### config.mk
export PLATFORM = sky130hd
export DESIGN_NAME = dm_cache_ctrl
export DESIGN_NICKNAME = d
export VERILOG_FILES = /design/src/rtl/dm_cache_ctrl.sv
export SDC_FILE = /design/constraint.sdc
export NUM_CORES = 1
export LEC_CHECK = 0
export BUFFER_PORTS_ARGS = -buffer_cell sky130_fd_sc_hd__buf_4
export CORE_ASPECT_RATIO = 2
export CORE_UTILIZATION = 57
export CTS_BUF_LIST = sky130_fd_sc_hd__clkbuf_4 sky130_fd_sc_hd__clkbuf_8 sky130_fd_sc_hd__clkbuf_16
export DETAILED_ROUTE_END_ITERATION = 10
export GPL_ROUTABILITY_DRIVEN = 0
export HOLD_SLACK_MARGIN = 0.12
export PLACE_DENSITY = 0.8
export SLEW_MARGIN = 20
export SYNTH_ARGS = -nofsm -noshare
export SYNTH_HDL_FRONTEND = slang
export SYNTH_SLANG_ARGS = --single-unit
### constraint.sdc
create_clock -name clk_i -period 5.3 [get_ports clk_i]
set_clock_uncertainty 0.15 [all_clocks]
set_input_delay 1.06 -clock clk_i [delete_from_list [all_inputs] [get_ports clk_i]]
set_output_delay 1.06 -clock clk_i [all_outputs]
set_load 0.01 [all_outputs]
### src/rtl/dm_cache_ctrl.sv
// Direct-mapped, write-through, no-write-allocate data cache controller.
// One DATA_W word per set; misses refill from memory via valid/ready request + response strobe.
module dm_cache_ctrl #(
  parameter int unsigned TAG_W  = 28,
  parameter int unsigned SET_W  = 2,
  parameter int unsigned OFF_W  = 2,
  parameter int unsigned DATA_W = 32,
  parameter int unsigned CNT_W  = 16
) (
  input  logic              clk_i,
  input  logic              rst_i,
  input  logic              flush_i,
  input  logic              req_valid_i,
  output logic              req_ready_o,
  input  logic              req_we_i,
  input  logic [TAG_W-1:0]  tag_in_i,
  input  logic [SET_W-1:0]  set_in_i,
  input  logic [OFF_W-1:0]  offset_in_i,
  input  logic [DATA_W-1:0] req_wdata_i,
  output logic              resp_valid_o,
  output logic [DATA_W-1:0] resp_rdata_o,
  output logic [OFF_W-1:0]  resp_offset_o,
  output logic              mem_req_valid_o,
  input  logic              mem_req_ready_i,
  output logic              mem_we_o,
  output logic [31:0]       mem_addr_o,
  output logic [DATA_W-1:0] mem_wdata_o,
  input  logic              mem_resp_valid_i,
  input  logic [DATA_W-1:0] mem_rdata_i,
  output logic [CNT_W-1:0]  hit_count_o,
  output logic [CNT_W-1:0]  miss_count_o
);

  localparam int unsigned NumLines = 2 ** SET_W;
  localparam int unsigned AddrW    = TAG_W + SET_W + OFF_W;

  typedef enum logic [2:0] {
    StIdle, StCompare, StMemReq, StMemWait, StResp, StFlush
  } state_e;

  state_e              state_q, state_d;
  logic [NumLines-1:0] valid_q, valid_d;
  logic                we_q, we_d;
  logic [TAG_W-1:0]    tag_q, tag_d;
  logic [SET_W-1:0]    set_q, set_d;
  logic [OFF_W-1:0]    off_q, off_d;
  logic [DATA_W-1:0]   wdata_q, wdata_d;
  logic [DATA_W-1:0]   rdata_q, rdata_d;
  logic [CNT_W-1:0]    hit_q, hit_d;
  logic [CNT_W-1:0]    miss_q, miss_d;

  // Tag/data storage carries no reset; only the valid bits qualify it.
  logic [TAG_W-1:0]    tag_arr_q  [NumLines];
  logic [DATA_W-1:0]   data_arr_q [NumLines];
  logic                line_we, tag_we, hit;
  logic [DATA_W-1:0]   line_wdata;

  assign hit = valid_q[set_q] && (tag_arr_q[set_q] == tag_q);

  always_comb begin
    state_d    = state_q;
    valid_d    = valid_q;
    we_d       = we_q;
    tag_d      = tag_q;
    set_d      = set_q;
    off_d      = off_q;
    wdata_d    = wdata_q;
    rdata_d    = rdata_q;
    hit_d      = hit_q;
    miss_d     = miss_q;
    line_we    = 1'b0;
    tag_we     = 1'b0;
    line_wdata = wdata_q;
    unique case (state_q)
      StIdle: begin
        if (flush_i) begin
          state_d = StFlush;
        end else if (req_valid_i) begin
          we_d    = req_we_i;
          tag_d   = tag_in_i;
          set_d   = set_in_i;
          off_d   = offset_in_i;
          wdata_d = req_wdata_i;
          state_d = StCompare;
        end
      end
      StCompare: begin
        if (hit) begin
          if (hit_q != '1) hit_d = hit_q + 1'b1;
        end else begin
          if (miss_q != '1) miss_d = miss_q + 1'b1;
        end
        if (hit && !we_q) begin
          rdata_d = data_arr_q[set_q];
          state_d = StResp;
        end else begin
          state_d = StMemReq;
        end
        // Write hit updates the line; write miss leaves it untouched.
        line_we = hit && we_q;
      end
      StMemReq: begin
        if (mem_req_ready_i) state_d = we_q ? StResp : StMemWait;
      end
      StMemWait: begin
        if (mem_resp_valid_i) begin
          line_we          = 1'b1;
          tag_we           = 1'b1;
          line_wdata       = mem_rdata_i;
          rdata_d          = mem_rdata_i;
          valid_d[set_q]   = 1'b1;
          state_d          = StResp;
        end
      end
      StResp:  state_d = StIdle;
      StFlush: begin
        valid_d = '0;
        state_d = StIdle;
      end
      default: state_d = StIdle;
    endcase
  end

  always_ff @(posedge clk_i or posedge rst_i) begin
    if (rst_i) begin
      state_q <= StIdle;
      valid_q <= '0;
      we_q    <= 1'b0;
      tag_q   <= '0;
      set_q   <= '0;
      off_q   <= '0;
      wdata_q <= '0;
      rdata_q <= '0;
      hit_q   <= '0;
      miss_q  <= '0;
    end else begin
      state_q <= state_d;
      valid_q <= valid_d;
      we_q    <= we_d;
      tag_q   <= tag_d;
      set_q   <= set_d;
      off_q   <= off_d;
      wdata_q <= wdata_d;
      rdata_q <= rdata_d;
      hit_q   <= hit_d;
      miss_q  <= miss_d;
    end
  end

  always_ff @(posedge clk_i) begin
    if (line_we) data_arr_q[set_q] <= line_wdata;
    if (tag_we)  tag_arr_q[set_q]  <= tag_q;
  end

  logic [AddrW-1:0] addr_full;
  assign addr_full = {tag_q, set_q, {OFF_W{1'b0}}};

  generate
    if (AddrW >= 32) begin : g_addr_trunc
      assign mem_addr_o = addr_full[31:0];
    end else begin : g_addr_ext
      assign mem_addr_o = {{(32 - AddrW){1'b0}}, addr_full};
    end
  endgenerate

  assign req_ready_o     = (state_q == StIdle) && !flush_i;
  assign resp_valid_o    = (state_q == StResp);
  assign resp_rdata_o    = (state_q == StResp && !we_q) ? rdata_q : '0;
  assign resp_offset_o   = off_q;
  assign mem_req_valid_o = (state_q == StMemReq);
  assign mem_we_o        = we_q;
  assign mem_wdata_o     = wdata_q;
  assign hit_count_o     = hit_q;
  assign miss_count_o    = miss_q;

endmodule

## Word level (Yosys, flattened, before mapping)

Memory sizes are Yosys's and may differ from the RTL's.
Cells that the tools add are included.

| word-level totals | value |
|---|---|
| flip-flop bits (word level) | 136 |
| bits in writable memories | 240 |
| input bits | 103 |
| output and inout port bits | 134 |
| word-level logic and storage cells | 74 |
| memories kept | 2 |

Memory list:

| memory | words | bits a word | read ports | clocked after memory_dff | write ports | RTL line | text |
|---|---|---|---|---|---|---|---|
| data_arr_q | 4 | 32 | 1 | 0 | 1 | 54 | `logic [DATA_W-1:0] data_arr_q [NumLines];` |
| tag_arr_q | 4 | 28 | 1 | 0 | 1 | 53 | `logic [TAG_W-1:0] tag_arr_q [NumLines];` |

| cells by class | value |
|---|---|
| add/sub/neg operators | 2 |
| $lt $le $gt $ge | 2 |
| equal/unequal tests | 12 |
| mux-type cells | 26 |
| bitwise gates (word level) | 3 |
| reduce and logical (&&, ||, !) cells | 17 |

Operators with widths:

| cell | count |
|---|---|
| $mux W32 | 5 |
| $pmux W32 S2 | 1 |
| $add A16 B1 Y16 const B | 2 |
| $ne A16 B16 Y1 const B | 2 |
| $eq A28 B28 Y1 | 1 |
| $mux W3 | 6 |
| $reduce_and A3 Y1 | 5 |
| $pmux W3 S4 | 1 |
| $mux W1 | 8 |
| $pmux W4 S2 | 1 |
| $eq A3 B2 Y1 const B | 2 |
| $eq A3 B3 Y1 const B | 2 |
| $logic_and A1 B1 Y1 | 6 |
| $mux W4 | 1 |
| $ne A2 B2 Y1 const B | 2 |
| $or A4 B4 Y4 | 1 |
| $reduce_bool A2 Y1 | 2 |
| $eq A3 B1 Y1 const B | 1 |
| $logic_not A3 Y1 | 1 |
| $lt A2 B3 Y1 const B | 1 |
| $ne A3 B3 Y1 const B | 1 |
| $bmux W1 S2 | 1 |
| $demux W1 S2 | 1 |
| $ge A2 B1 Y1 const B | 1 |
| other kinds (5) | 7 |

## Longest topological paths before layout

Gate-level depths: netlist of the first run.

| depth | value |
|---|---|
| depth in word-level cells | 7 |
| depth in mapped cells | 13 |
| mapped depth without buffers | 8 |

## Least setup slack after synthesis of the first run

No wires, ideal clock.

| timing path | value |
|---|---|
| path type | reg-to-reg |
| start point | register set_q[0] |
| end point | memory data_arr_q[3][0] (enable) |
| setup time | 0.421 ns |
| arrival | 3.798 ns |
| required time | 4.729 ns |
| path slack | 0.931 ns |
| stages on the path, launching flop included | 11 |
| buffers on the path | 2 |
| clock period less this slack | 4.369 ns |
| cells stage by stage | dfrtp_1 > mux4_2 > and2_0 > a311o_1 > nor3_1 > and4b_1 > and3_1 > buf_6 > buf_6 > a31oi_1 > nor2_1 |

| on the way | value |
|---|---|
| cells in the longest elaborated chain, start to end | 7 |
| elaborated cells on any way between the ends | 9 |
| those cells by class | 1 x eq/ne; 5 x mux; 2 x reduce/logical; 1 x memory |

Ends and longest elaborated chain:

| element | RTL line | text |
|---|---|---|
| from (decl) | 45 | `logic [SET_W-1:0] set_q, set_d;` |
| from (signal assigned) | 141 | `set_q <= set_d;` |
| $mem_v2 Z4 W28 / $bmux W1 S2 (equally long branches) | -- |  |
| $eq A28 B28 Y1 / $mux W1 (equally long branches) | 58 | `assign hit = valid_q[set_q] && (tag_arr_q[set_q] == tag_q);` |
| $logic_and A1 B1 Y1 | 58 |  |
| $logic_and A1 B1 Y1 | 100 | `line_we = hit && we_q;` |
| $pmux W1 S2 | 74 | `unique case (state_q)` |
| $mux W1 | 151 | `if (line_we) data_arr_q[set_q] <= line_wdata;` |
| $mux W1 (implied by the code) | 151 |  |
| to (decl) | 54 |  |

Several ways; a longest one is shown, not always the timed one. The select of a mux whose other input is x is not followed.

## Final worst setup path of the first run

| timing path | value |
|---|---|
| start point | register set_q[1] |
| end point | memory data_arr_q[3][9] (enable) |

The elaborated chain is that of the path after synthesis.

==> results.txt, run 1 <==
CTS buffer count: 34
top cell type's share of synthesized area: 0.456
Setup CP Type: reg -> reg
core area: 27100 sq um
row cnt: 85
fraction of layout cells with a size suffix above 1: 0.340
post-cts sizing count: 0
Yosys reg bits: 376
Critical Path AT: 4400 ps
commonest non-fill, non-tap cell in the layout: buf_4
final net count: 1391
Remaining DRCs: 0
Worst Path Required: 5270 ps
drt wl/cell: 20.9 microns
worst-path fanout max: 60
Total Wirelength: 34600 microns
total negative setup slack: 0 ps
antenna violations before repair: 0
RSZ-0062 raised after global routing: false
drt pass-1 iters: 5
root buf cell: clkbuf_16
Overall Global Routing Usage: 0.251
run status: finished clean
total grt overflow: 0
drt first-iter violations: 602
first-pass GRT wire length: 54500 microns
FFs w/ async S/R, synth: 0.362
Max Freq: 226 MHz
Die H: 238 microns
Port Buffers: 234
H-Tree Depth: 2
number of max-cap violations: 0
warnings from Yosys: 0
main area contributors after synthesis: edfxtp_1 (46%), dfrtp_1 (22%), mux4_2 (7.0%)
Clock Sinks: 376
Cells after DPL: 1598
die width: 120 microns
Worst Hold Class: reg -> reg
initial core utilization: 0.583
CTS max path bufs: 3
fin crit share: 0.835
ANT nets after route: 0
minimum clock period: 4420 ps
Startpoint Class: register
count of final hold-check violations: 0
post-DP HPWL: 22200 microns
Worst setup EP type: register
Max VDD drop: 0.000336 V
via/cell ratio: 5.78
pin count of the biggest net entering global routing: 103
post-cts hold buffer count: 0
I/O pin total: 237
most frequent cells in the layout: buf_4 (248), edfxtp_1 (240), dfrtp_1 (134)
Area growth syn-to-layout: 20.3%
mapped cell area: 15800 sq um
pwr dens: 530 nW/um^2
Ant. Diodes: 0
relative slew slack: 0.294
total number of vias: 9587
dominant cell type by area after synthesis: edfxtp_1
Skew-Pair Late Insertion Delay: 520 ps
post-synthesis sequential area ratio: 0.671
die area: 28400 sq um
CTS tree: done
Cells after Synth: 1064
Post-Syn Area per Cell: 14.9 sq um
Synth cell types: 61
post-CTS setup buffer count: 0
Post-synth EDFFs: 240
vias in the first global route: 10.1k
Main synth FF type: edfxtp_1
non-filler cells, final: 1658
Worst Tran Pin Value: 1060 ps
max-slew violation count: 0
CTS clock-pin slew for the worst setup and hold paths: 70 ps
Finish-stage setup viols: 0
Leak: 7.52 nW
==> registers in the layout (all words and copies together), names as in the netlist <==
register / flops
rdata_q: 32
miss_count_o: 16
data_arr_q: 128
tag_arr_q: 112
state_q: 3
hit_count_o: 16
mem_wdata_o: 32
set_q: 2
resp_offset_o: 2
mem_we_o: 1
valid_q: 4
tag_q: 28
==> per-layer routing <==
| metal | wire length [microns] | part of all wire | up-vias | global-route usage |
|---|---|---|---|---|
| li1 | - | - | 4364 | - |
| met1 | 12500 | 0.36 | 4812 | 0.295 |
| met2 | 19200 | 0.56 | 329 | 0.456 |
| met3 | 1630 | 0.047 | 82 | 0.0329 |
| met4 | 1300 | 0.037 | 0 | 0.107 |
| met5 | 0 | 0 | - | 0 |
==> area by class of cell <==
class | instances | area [sq um]
flip-flops and latches | 376 | 10600
fillers | 1810 | 8100
multi-input cells | 616 | 4890
repair buffers | 248 | 1860
clock buffers | 42 | 947
well taps | 348 | 435
clock inverters | 18 | 221
inverters | 10 | 42.5
==> synthesized netlist by cell type, types with 2 or more instances <==
cell and n:
inv_1 9, buf_1 3, xor2_1 18, or2_2 2, a31oi_1 2, a21oi_1 41, buf_4 8, o22ai_1 4
nand4_1 11, o21ai_0 4, mux2i_1 29, a221oi_1 2, nor3b_1 3, nor3_1 10, buf_6 8, mux4_2 49
dfrtp_1 136, nor2b_1 2, buf_2 8, edfxtp_1 240, and3_1 11, and2_1 33, nand2b_1 5, mux2_2 68
xnor2_1 33, o2bb2ai_1 2, o31a_1 32, nor2_1 83, or3_1 2, ha_1 2, nand3_1 18, nor4_1 8
clkbuf_1 36, o21a_1 4, nand2_1 112
==> stage by stage <==
stage                     utilization  hold slack [ps]  power (mW)  setup WS (ps)  area (sq um)
after CTS                       0.701              343        10.2            820         19000
after floorplan                     -              309        6.37            451         15800
after global routing            0.701              357        10.5            469         19000
final                           0.701              339        10.1            876         19000
after global placement          0.658              320        7.46            965         17800
after detailed placement        0.658              329        7.57            877         17800
==> cell families (layout without fill, tap and decap cells) <==
group	count (synthesis)	count (layout)	share of synthesized area
xor+xnor	51	51	0.0283
flops	376	376	0.671
other cells	1	2	0.000237
fa+ha+maj	2	2	0.00158
mux	147	147	0.137
buf+inv	73	318	0.0237
compound gates	104	104	0.0454
simple gates	310	310	0.0923
==> power by group <==
part           leakage, nW  total [mW]  switching (mW)  internal [mW]
combinational         3.10        2.84            1.35           1.49
sequential            3.83        4.65           0.710           3.94
clock                0.587        2.58            1.06           1.52
total                 7.52        10.1            3.12           6.96
==> worst paths after layout <==
path | from | to | slack (ps) | cells past startpoint
max | set_q[1] | data_arr_q[3][9] | 880 | 8
max in group asynchronous | rst_i | set_q[1] | 3320 | 3
min | miss_count_o[4] | miss_count_o[4] | 340 | 1
max reg2reg | set_q[1] | data_arr_q[3][9] | 880 | 8
min reg2reg | miss_count_o[4] | miss_count_o[4] | 340 | 1
min in group asynchronous | rst_i | tag_q[7] | 610 | 2
==> worst max-delay path: stages (launching register included) <==
cell	delay, ps
dfrtp_4	1050
mux2i_1	350
o22ai_1	110
a2111oi_0	400
a31oi_1	70
a211oi_1	310
and3_2	280
a31oi_1	320
nor2_4	950
No activity file was read; power rests on OpenSTA's default activity.
==> run 2, diff against run 1 <==
CORE_UTILIZATION = 51   (was 57)
PLACE_DENSITY = 0.75   (was 0.8)
clock period = 3.75 ns   (was 5.3 ns; I/O delays follow)
==> run 2 against run 1 <==
Utilization shrank 6.2 points. First-iteration DRC count shrank 10%. Register-to-register slack lost 700 ps. Critical path depth grew 3. Cell count grew 2.7%. Power grew 43%. Cell area grew 1.8%. Routed wire length grew 2.2%. Hold slack lost 220 ps.
==> results.txt, run 2 (synthesized netlist as in run 1, its figures left out) <==
Die H: 251 microns (+5.7%)
Cells after DPL: 1640 (+2.6%)
drt wl/cell: 20.8 microns (-0.48%)
post-CTS setup buffer count: 0 (unchanged)
post-cts sizing count: 0 (unchanged)
Remaining DRCs: 0 (unchanged)
Clock Sinks: 376 (unchanged)
fraction of layout cells with a size suffix above 1: 0.353 (+0.0126)
switching part of the total: 0.307 (-0.00255)
CTS clock-pin slew for the worst setup and hold paths: 70 ps (about the same)
CTS tree: done
count of final hold-check violations: 0 (unchanged)
Largest Register: data_arr_q
Leak: 7.66 nW (+1.9%)
pwr dens: 743 nW/um^2 (+40%)
I/O pin total: 237 (unchanged)
Worst Tran Pin Value: 855 ps (-201 ps)
RSZ-0062 raised after global routing: false
Worst path slowest cell: dfrtp_4
Min Hold Slack: 119 ps (-220 ps)
run status: finished clean
Port Buffers: 234 (unchanged)
Total Wirelength: 35400 microns (+2.2%)
post-DP HPWL: 24200 microns (+8.7%)
non-filler cells, final: 1703 (+2.7%)
cell mode on critical path: buf_12
Critical Path AT: 3880 ps (-520 ps)
pin count of the biggest net entering global routing: 76 (-26%)
routed wl met3: 1070 microns (-34%)
ANT nets after route: 0 (unchanged)
fin crit share: 0.952 (+0.117)
Comb power frac: 0.299 (+0.017)
CTS buffer count: 34 (unchanged)
Worst Hold Class: in -> async
power share of the clock group: 0.255 (about the same)
final net count: 1413 (+1.6%)
metal2 WL: 20400 microns (+6.0%)
antenna violations before repair: 1 (+1)
most frequent cells in the layout: buf_4 (261), edfxtp_1 (240), dfrtp_1 (134)
core area: 30300 sq um (+12%)
total number of vias: 9672 (+0.89%)
Startpoint Class: register
total negative setup slack: 0 ps (unchanged)
drt first-iter violations: 539 (-10%)
Worst Path Required: 4060 ps (-1210 ps)
max FFs per register: 128 (unchanged)
row cnt: 90 (+5.9%)
post-cts hold buffer count: 0 (unchanged)
Critical R2R Capture: rdata_q[3]
Area growth syn-to-layout: 22.4%
Finish-stage setup viols: 0 (unchanged)
Max stage delay on crit path: 710 ps (-340 ps)
number of max-cap violations: 0 (unchanged)
Final WS setup: 180 ps (-696 ps)
P_int: 9.97 mW (+43%)
worst-path fanout max: 64 (+6.7%)
H-Tree Depth: 2 (unchanged)
R2R setup slack: 180 ps (-700 ps)
Overall Global Routing Usage: 0.230 (-0.0211)
Placement Cell Area: 18200 sq um (+1.7%)
via/cell ratio: 5.68 (-1.8%)
drt pass-1 iters: 4 (-1)
Skew-Pair Late Insertion Delay: 530 ps (about the same)
Highest Signal Layer: met4
commonest non-fill, non-tap cell in the layout: buf_4
vias in the first global route: 10.3k (+1.8%)
die width: 126 microns (+5.6%)
Flop pwr share: 0.446 (-0.016)
CTS max path bufs: 3 (unchanged)
relative slew slack: 0.425 (+0.131)
Filler Cells Inserted: 2194 (+21%)
Worst setup EP type: register
post-route cell area: 19400 sq um (+1.8%)
worst r2r src: set_q[1]
Setup CP Type: reg -> reg
die area: 31700 sq um (+12%)
Max VDD drop: 0.000566 V (+68%)
total grt overflow: 0 (unchanged)
post-layout util: 0.639 (-0.0623)
post-layout power: 14.4 mW (+43%)
first-pass GRT wire length: 55200 microns (+1.4%)
root buf cell: clkbuf_16
R2R depth: 11 (+3)
max-slew violation count: 0 (unchanged)
biggest regs: data_arr_q (128), tag_arr_q (112)
met1 WL: 12700 microns (+1.8%)
pre-CTS setup slack: 145 ps (-731 ps)
Critical Path, Cell by Cell: buf_4, mux2i_1, nor3_1, a311oi_1, o2111ai_1, and4b_1, and3_2, buf_12, nor3b_4, buf_12, o31a_1
Max Freq: 280 MHz (+24%)
minimum clock period: 3570 ps (-854 ps)
initial core utilization: 0.522 (-0.0610)
Net Sw Power: 4.42 mW (+42%)
run 2: routing by layer:
layer	vias to the layer above	track usage
li1	4419	-
met1	4934	0.250
met2	248	0.441
met3	71	0.0292
met4	0	0.0964
met5	-	0
run 2: power groups by stage:
| stage | registers (mW) | logic (mW) | clock network [mW] |
|---|---|---|---|
| after floorplan | 6.33 | 2.69 | 0 |
| after detailed placement | 6.48 | 4.36 | 0 |
| after global placement | 6.45 | 4.27 | 0 |
| after global routing | 6.51 | 4.67 | 3.87 |
| after CTS | 6.41 | 4.37 | 3.74 |
| final | 6.41 | 4.30 | 3.67 |
run 2: how the worst max path moves through the flow:
stage                         from          endpoint  cells after the start
after global placement    set_q[1]       rdata_q[13]                     11
after floorplan           set_q[0]  data_arr_q[3][0]                     10
final                     set_q[1]        rdata_q[3]                     11
after global routing      set_q[1]        rdata_q[3]                     11
after CTS                 set_q[1]       rdata_q[14]                     11
after detailed placement  set_q[1]        rdata_q[3]                     11
run 2: worst max-delay path: cells and delay by family (launching register included):
family | cells | cell delay [ps]
buffers and inverters | 3 | 860
AND/OR/NAND/NOR | 4 | 870
multiplexers | 1 | 300
flip-flops | 1 | 710
AO/OA/AOI/OAI | 3 | 520
run 2: cell type report:
class                           instances  area, sq um  share of cell area
Antenna cell                            1         2.50            0.000129
Tap cell                              368          460              0.0238
Clock buffer                           47         1010              0.0524
Inverter                               10         41.3             0.00213
Clock inverter                         15          184             0.00950
Multi-Input combinational cell        616         4900               0.253
Timing Repair Buffer                  270         2140               0.111
Sequential cell                       376        10600               0.549
